## src/rtl/sys_ctrl_pkg.sv

```systemverilog
// sys_ctrl_pkg: shared states and constants for the register-file command controller
package sys_ctrl_pkg;
  typedef enum logic [2:0] {IDLE, WR_ADDR, WR_DATA, RD_ADDR, RD_WAIT, TX_SEND} state_t;
  localparam logic [7:0] CMD_WR_DEF = 8'hAA;
  localparam logic [7:0] CMD_RD_DEF = 8'hBB;
  localparam int TX_W = 8;
endpackage

```

## src/rtl/ctrl_timeout.sv

```systemverilog
// ctrl_timeout: loadable down-counter that flags expiry after LOAD enabled cycles
module ctrl_timeout #(
  parameter int LOAD = 4,
  localparam int W = $clog2(LOAD + 1)
) (
  input  logic CLK,
  input  logic RST,
  input  logic restart,
  input  logic en,
  output logic expired
);
  logic [W-1:0] cnt;
  always_ff @(posedge CLK or negedge RST)
    if (!RST) cnt <= '0;
    else if (restart) cnt <= W'(LOAD);
    else if (en && cnt != '0) cnt <= cnt - W'(1);
  assign expired = cnt == '0;
endmodule

```

## src/rtl/sys_ctrl.sv

```systemverilog
// sys_ctrl: parses UART command frames into register-file accesses and returns read data
module sys_ctrl
  import sys_ctrl_pkg::*;
#(
  parameter int DEPTH = 16,
  parameter int ADDR = $clog2(DEPTH),
  parameter int WIDTH = 8,
  parameter logic [7:0] CMD_WR = CMD_WR_DEF,
  parameter logic [7:0] CMD_RD = CMD_RD_DEF,
  parameter int FRAME_TO = 255,
  parameter int RD_TO = 4
) (
  input  logic             CLK,
  input  logic             RST,
  input  logic [7:0]       RX_P_DATA,
  input  logic             RX_D_VLD,
  input  logic [WIDTH-1:0] RdData,
  input  logic             RdData_VLD,
  output logic             WrEn,
  output logic             RdEn,
  output logic [ADDR-1:0]  Address,
  output logic [WIDTH-1:0] WrData,
  output logic [TX_W-1:0]  TX_P_DATA,
  output logic             TX_D_VLD,
  input  logic             TX_BUSY,
  output logic             CMD_ERR
);
  state_t state, state_d;
  logic [ADDR-1:0] addr_q, addr_d, address_d;
  logic [WIDTH-1:0] wr_data_d;
  logic [TX_W-1:0] tx_data_d;
  logic wr_en_d, rd_en_d, tx_vld_d, err_d, in_frame, frame_exp, rd_exp, bad_addr;
  assign in_frame = state inside {WR_ADDR, WR_DATA, RD_ADDR};
  assign bad_addr = 32'(RX_P_DATA) >= 32'(DEPTH);
  ctrl_timeout #(.LOAD(FRAME_TO - 1)) u_frame_to (
    .CLK(CLK), .RST(RST), .restart(RX_D_VLD || !in_frame), .en(in_frame), .expired(frame_exp)
  );
  ctrl_timeout #(.LOAD(RD_TO)) u_rd_to (
    .CLK(CLK), .RST(RST), .restart(state != RD_WAIT), .en(state == RD_WAIT), .expired(rd_exp)
  );
  always_comb begin
    state_d = state;
    addr_d = addr_q;
    address_d = Address;
    wr_data_d = WrData;
    tx_data_d = TX_P_DATA;
    wr_en_d = 1'b0;
    rd_en_d = 1'b0;
    tx_vld_d = 1'b0;
    err_d = 1'b0;
    case (state)
      IDLE: if (RX_D_VLD) begin
        state_d = RX_P_DATA == CMD_WR ? WR_ADDR : RX_P_DATA == CMD_RD ? RD_ADDR : IDLE;
        err_d = RX_P_DATA != CMD_WR && RX_P_DATA != CMD_RD;
      end
      WR_ADDR, RD_ADDR: if (RX_D_VLD) begin
        err_d = bad_addr;
        addr_d = bad_addr ? addr_q : RX_P_DATA[ADDR-1:0];
        rd_en_d = !bad_addr && state == RD_ADDR;
        address_d = rd_en_d ? RX_P_DATA[ADDR-1:0] : Address;
        state_d = bad_addr ? IDLE : state == WR_ADDR ? WR_DATA : RD_WAIT;
      end else if (frame_exp) begin
        err_d = 1'b1;
        state_d = IDLE;
      end
      WR_DATA: if (RX_D_VLD) begin
        wr_en_d = 1'b1;
        address_d = addr_q;
        wr_data_d = RX_P_DATA;
        state_d = IDLE;
      end else if (frame_exp) begin
        err_d = 1'b1;
        state_d = IDLE;
      end
      RD_WAIT: begin
        err_d = RX_D_VLD || (!RdData_VLD && rd_exp);
        tx_vld_d = RdData_VLD && !TX_BUSY;
        tx_data_d = RdData_VLD ? RdData : TX_P_DATA;
        state_d = RdData_VLD ? (TX_BUSY ? TX_SEND : IDLE) : rd_exp ? IDLE : RD_WAIT;
      end
      TX_SEND: begin
        err_d = RX_D_VLD;
        tx_vld_d = !TX_BUSY;
        state_d = TX_BUSY ? TX_SEND : IDLE;
      end
      default: state_d = IDLE;
    endcase
  end
  always_ff @(posedge CLK or negedge RST)
    if (!RST) begin
      state <= IDLE;
      addr_q <= '0;
      Address <= '0;
      WrData <= '0;
      TX_P_DATA <= '0;
      WrEn <= 1'b0;
      RdEn <= 1'b0;
      TX_D_VLD <= 1'b0;
      CMD_ERR <= 1'b0;
    end else begin
      state <= state_d;
      addr_q <= addr_d;
      Address <= address_d;
      WrData <= wr_data_d;
      TX_P_DATA <= tx_data_d;
      WrEn <= wr_en_d;
      RdEn <= rd_en_d;
      TX_D_VLD <= tx_vld_d;
      CMD_ERR <= err_d;
    end
endmodule

```

## config.mk

```make
export PLATFORM = sky130hd
export DESIGN_NAME = sys_ctrl
export DESIGN_NICKNAME = d
export VERILOG_FILES = /design/src/rtl/sys_ctrl_pkg.sv /design/src/rtl/ctrl_timeout.sv /design/src/rtl/sys_ctrl.sv
export SDC_FILE = /design/constraint.sdc
export NUM_CORES = 1
export LEC_CHECK = 0
export CORE_ASPECT_RATIO = 2
export CORE_MARGIN = 1
export CORE_UTILIZATION = 25
export DETAILED_ROUTE_END_ITERATION = 8
export PLACE_DENSITY = 0.56
export SETUP_SLACK_MARGIN = 0.3
export SLEW_MARGIN = 20
export SYNTH_ARGS = -nofsm -noshare
export SYNTH_HDL_FRONTEND = slang
export SYNTH_SLANG_ARGS = --single-unit
```

## constraint.sdc

```tcl
create_clock -name CLK -period 4.6 [get_ports CLK]
set_clock_uncertainty 0.2 [all_clocks]
set_input_delay 0.92 -clock CLK [delete_from_list [all_inputs] [get_ports CLK]]
set_output_delay 0.92 -clock CLK [all_outputs]
set_load 0.02 [all_outputs]
```

==> results.txt, run 1 <==
Outcome: finished clean
Drt initial violations: 35
Die Span Y: 126.5 um
Critical path arrival: 2.53 ns
# setup viols final: 0
Hold-fix buffers, CTS: 0
Max-cap violations: 0
Via Count: 1417
Minimum clock period: 2.559 ns
Dpl cells: 299
Worst hold path type: register to register
Post-CTS setup buffer count: 0
Slew @ Worst Pin: 0.9728 ns
Warnings from Yosys: 0
NumNets Final: 237
Core area: 7545 um2
Max-slew headroom at the worst pin: 0.3515
Initial antenna violation count: 0
Primary FF master, synth: dfrtp_1
DRC: 0
Post-synth ARST share: 1.000
GRT Overall Usage: 0.1142
Critical path launch point type: primary input
GRT overflow: 0
Post-route ant nets: 0
Clock Latency Late Sink: 0.28 ns
Fin Hold WS: 0.2845 ns
Max Slew Vio Count: 0
Fillcell total: 786
Inserted Clock Buffers: 5
First-pass GRT wire length: 7051 um
Clock Tree Buf Depth: 2
Antenna Cells: 0
Wire per inst: 13.72 um
Final Hold Viols: 0
Port bufs: 44
H-tree Lvls: 2
RSZ-0062 raised after global routing: no
Post-Syn Nets: 192
Die width: 64.26 um
Syn_area_per_cell: 11.61 um2
RD Place Congestion: 0.8656
Fraction of layout cells with a size suffix above 1: 0.1604
Io pins: 45
Total Power: 0.0008396 W
Total Neg Setup Slack: 0 ns
CP endpoint kind: register
Clock slew at reported path FFs: 0.06 ns
Peak Freq: 0.3908 GHz
Layout area overhead: 35.64%
Final wirelength: 4197 um
Crit Path Max Fanout: 6
WP data required: 4.57 ns
Post-synthesis register bit count: 42
Clock tree from TritonCTS: done
CTS root buf: clkbuf_16
Final Non-Filler Cells: 306
Post-synth EDFFs: 0
Leak Pwr: 1.102 nW
Placed Area: 2460 um2
DPL Wire Length: 3070 um
Die area: 8130 um2
Largest net degree at the start of global routing: 43
Pwr dens: 319.4 nW/um2
Post-CTS sizing: 0
Synthesized instance count: 167
Post-Syn Area: 1938 um2
Distinct cells, synth: 40
Sequential share of the synthesized area: 0.5423
Peak supply drop: 0.2973 mV
Crit Path Class: primary input to register
Fin crit share: 0.5563
Core Rows: 45
Via-per-instance ratio: 4.631
Fin area: 2629 um2
Initial Util: 0.2569
Clock Sinks: 42
Vias in the first global route: 1471
TritonRoute pass-1 iters: 4
path summary, 6_finish.rpt:
path,from,cells past startpoint,slack [ns],to
worst max-delay path,RX_P_DATA[6],4,2.04,addr_q[0]$_DFFE_PN0P_
worst min-delay path,Address[3]$_DFFE_PN0P_,2,0.28,Address[3]$_DFFE_PN0P_
worst max register to register,state[1]$_DFFE_PN0P_,3,2.35,WrData[1]$_DFFE_PN0P_
worst min register to register,Address[3]$_DFFE_PN0P_,2,0.28,Address[3]$_DFFE_PN0P_
max in group asynchronous,RST,1,3.00,WrData[2]$_DFFE_PN0P_
min in group asynchronous,RST,1,0.58,WrData[1]$_DFFE_PN0P_
state kept, by name, indices dropped and copies added, names as in the netlist:
signal and cells:
addr_q 4, CMD_ERR 1, state 3, TX_D_VLD 1, WrData 8, TX_P_DATA 8
RdEn 1, WrEn 1, u_rd_to.cnt 3, u_frame_to.cnt 8, Address 4
critical path: stages:
cell and delay [ns]:
clkdlybuf4s50_1 0.45, nor4_1 0.43, and3_1 0.36, mux2_2 0.37
per-stage QoR:
stage	setup slack (ns)	utilization
after global routing	1.989	0.3484
after global placement	1.786	0.3260
after floorplan	2.276	-
final	2.041	0.3484
after CTS	2.029	0.3484
after detailed placement	1.733	0.3260
cell families (layout without fill, tap and decap cells):
| family | count (synthesis) | count (layout) | synth area share |
|---|---|---|---|
| buffers and inverters | 12 | 57 | 0.02776 |
| xor gates and xnor gates | 4 | 4 | 0.01807 |
| adders and majority gates | 4 | 4 | 0.02582 |
| DFF | 42 | 42 | 0.5423 |
| muxes | 25 | 25 | 0.1427 |
| and+or+nand+nor | 49 | 49 | 0.1472 |
| AOI/OAI and AO/OA | 31 | 31 | 0.09619 |
synthesized netlist by cell type, types with 2 or more instances:
master	count	share of area
nor4_1	3	0.0097
ha_1	4	0.026
mux2_2	21	0.12
o31ai_1	2	0.0077
nor3_1	2	0.0052
a211oi_1	2	0.0077
a21oi_1	7	0.018
inv_1	6	0.012
a31oi_1	2	0.0065
nor2b_1	3	0.0097
and3_1	4	0.013
nor2_1	10	0.019
dfrtp_1	42	0.54
buf_2	4	0.010
nor3b_1	2	0.0077
xnor2_1	4	0.018
and2_1	2	0.0065
nand2_1	11	0.021
o21ai_0	12	0.031
mux2i_1	4	0.021
power by group:
| group | internal [W] | switching (W) |
|---|---|---|
| clock network | 0.000268 | 0.000139 |
| registers | 0.000375 | 0.00000267 |
| logic | 0.0000293 | 0.0000264 |
layout make-up:
cell class | count | area (um2) | area share
sequential | 42 | 1051 | 0.3998
inverter | 6 | 22.52 | 0.008567
tap | 94 | 117.6 | 0.04474
clock buffer | 6 | 138.9 | 0.05283
multi-input combinational | 113 | 833.3 | 0.3170
clock inverter | 1 | 30.03 | 0.01142
timing repair buffer | 44 | 435.4 | 0.1656
metal layers:
layer,share of wire,vias up,track usage,routed length [um]
li1,-,687,-,-
met1,0.37,690,0.1068,1537
met2,0.56,33,0.2130,2350
met3,0.036,7,0.02428,153
met4,0.037,0,0.07582,156
met5,0,-,0,0
cells in the final DEF (no fill, tap or decap), types with 3 or more instances in the layout:
| cell type | instances |
|---|---|
| nand2_1 | 11 |
| inv_1 | 6 |
| dfrtp_1 | 42 |
| nor4_1 | 3 |
| xnor2_1 | 4 |
| ha_1 | 4 |
| o21ai_0 | 12 |
| a21oi_1 | 7 |
| clkbuf_16 | 5 |
| nor2b_1 | 3 |
| nor2_1 | 10 |
| mux2_2 | 21 |
| and3_1 | 4 |
| clkdlybuf4s50_1 | 43 |
| mux2i_1 | 4 |
(Power assumes the default switching activity.)
==> inputs of run 2 (changes only) <==
- PLACE_DENSITY: 0.56 -> 0.57
- clock period: 4.6 -> 2.3 ns (I/O delays scaled with it)
==> results.txt, run 2 (synthesis gave the netlist of run 1 again) <==
Outcome: finished clean
Top Registers: TX_P_DATA (8), WrData (8), u_frame_to.cnt (8)
Dpl cells: 316
Minimum clock period: 1.930 ns
RD Place Congestion: 0.8174
# setup viols final: 0
Peak Freq: 0.5182 GHz
Via Count: 1503
Via-per-instance ratio: 4.610
DPL Wire Length: 3456 um
Clock slew at reported path FFs: 0.06 ns
Fin crit share: 0.8391
Peak supply drop: 0.5589 mV
Max-slew headroom at the worst pin: 0.6458
RSZ-0062 raised after global routing: yes
Die Span Y: 126.5 um
Commonest non-fill, non-tap cell in the layout: dfrtp_1
Most frequent cells in the layout: dfrtp_1, clkdlybuf4s50_1, mux2_2
Port bufs: 44
First-pass GRT wire length: 7590 um
Slew @ Worst Pin: 0.5290 ns
TritonRoute pass-1 iters: 4
DRC: 0
Worst hold path type: register to register
Clock tree from TritonCTS: done
Leak Pwr: 1.234 nW
GRT overflow: 0
Clock Latency Late Sink: 0.29 ns
Die width: 64.26 um
Total Power: 0.001800 W
Wire per inst: 13.86 um
Die area: 8130 um2
Core Rows: 45
Core area: 7545 um2
CP top delay family: buffers and inverters
Max Slew Vio Count: 0
Critical path launch point type: register
CP Cell Sequence: clkdlybuf4s50_1
Clock Sinks: 42
Initial Util: 0.2569
Crit Path Class: register to primary output
Crit Path Max Fanout: 2
WP data required: 1.64 ns
Layout area overhead: 46.55%
Final Non-Filler Cells: 326
Max-cap violations: 0
Initial antenna violation count: 0
CP endpoint kind: primary output
Max stage delay cell, worst path: clkdlybuf4s50_1
NumNets Final: 256
Critical path arrival: 1.27 ns
Fraction of layout cells with a size suffix above 1: 0.2586
Clock Tree Buf Depth: 2
Crit-path max cell delay: 0.62 ns
Antenna Cells: 0
Largest net degree at the start of global routing: 23
CTS root buf: clkbuf_16
GRT Overall Usage: 0.1233
Inserted Clock Buffers: 5
Final Hold Viols: 0
Final core utilization: 0.3765
Io pins: 45
Post-route ant nets: 0
Vias in the first global route: 1570
Pwr dens: 633.7 nW/um2
Drt initial violations: 18
Final wirelength: 4518 um
Worst path bufs/invs: 1
H-tree Lvls: 2
## run 2: cell type report
| class | instances | area [um2] |
|---|---|---|
| fillers | 777 | 4705 |
| flip-flops and latches | 42 | 1051 |
| multi-input cells | 113 | 869.6 |
| repair buffers | 63 | 585.6 |
| clock buffers | 5 | 125.1 |
| well taps | 94 | 117.6 |
| clock inverters | 3 | 68.82 |
| inverters | 6 | 22.52 |
## run 2: metal layers
metal  track usage  share of wire  vias up
li1              -              -      722
met4       0.06667          0.024        0
met1        0.1156           0.36      743
met5             0              0        -
met3       0.02338          0.033        5
met2        0.2390           0.59       33
## run 2: path summary, 6_finish.rpt
kind / from / to / slack, ns / cells past startpoint
max: Address[2]$_DFFE_PN0P_ / Address[2] / 0.37 / 1
max reg2reg: u_frame_to.cnt[2]$_DFFE_PN0P_ / u_frame_to.cnt[7]$_DFFE_PN0P_ / 0.43 / 4
min in group asynchronous: RST / WrData[1]$_DFFE_PN0P_ / 0.48 / 2
max in group asynchronous: RST / u_rd_to.cnt[1]$_DFFE_PN0P_ / 0.85 / 3
min: Address[3]$_DFFE_PN0P_ / Address[3]$_DFFE_PN0P_ / 0.29 / 2
min reg2reg: Address[3]$_DFFE_PN0P_ / Address[3]$_DFFE_PN0P_ / 0.29 / 2
## run 2: timing repair
item,in CTS,in global routing
hold buffers,1,0
hold endpoints to repair,20,0
gates resized for setup,3,7
buffers inserted,0,1
pin swaps,0,2
setup endpoints to repair,1,24
## run 2: power breakdown
| part | total [W] | internal, W | leakage, nW | switching [W] |
|---|---|---|---|---|
| logic | 0.000131 | 0.0000720 | 0.599 | 0.0000586 |
| clock network | 0.000915 | 0.000623 | 0.0940 | 0.000291 |
| registers | 0.000754 | 0.000749 | 0.541 | 0.00000526 |
## run 2: per-stage QoR
stage,hold WS (ns),worst slack (ns),instance area (um2),setup TNS [ns]
after floorplan,-0.03559,0.4363,1938,0
after global placement,0.2704,-0.1715,2587,-0.1715
after detailed placement,0.2709,-0.1645,2587,-0.1645
after CTS,0.3050,0.3023,2811,0
after global routing,0.3183,0.2943,2840,0
final,0.2922,0.3701,2840,0
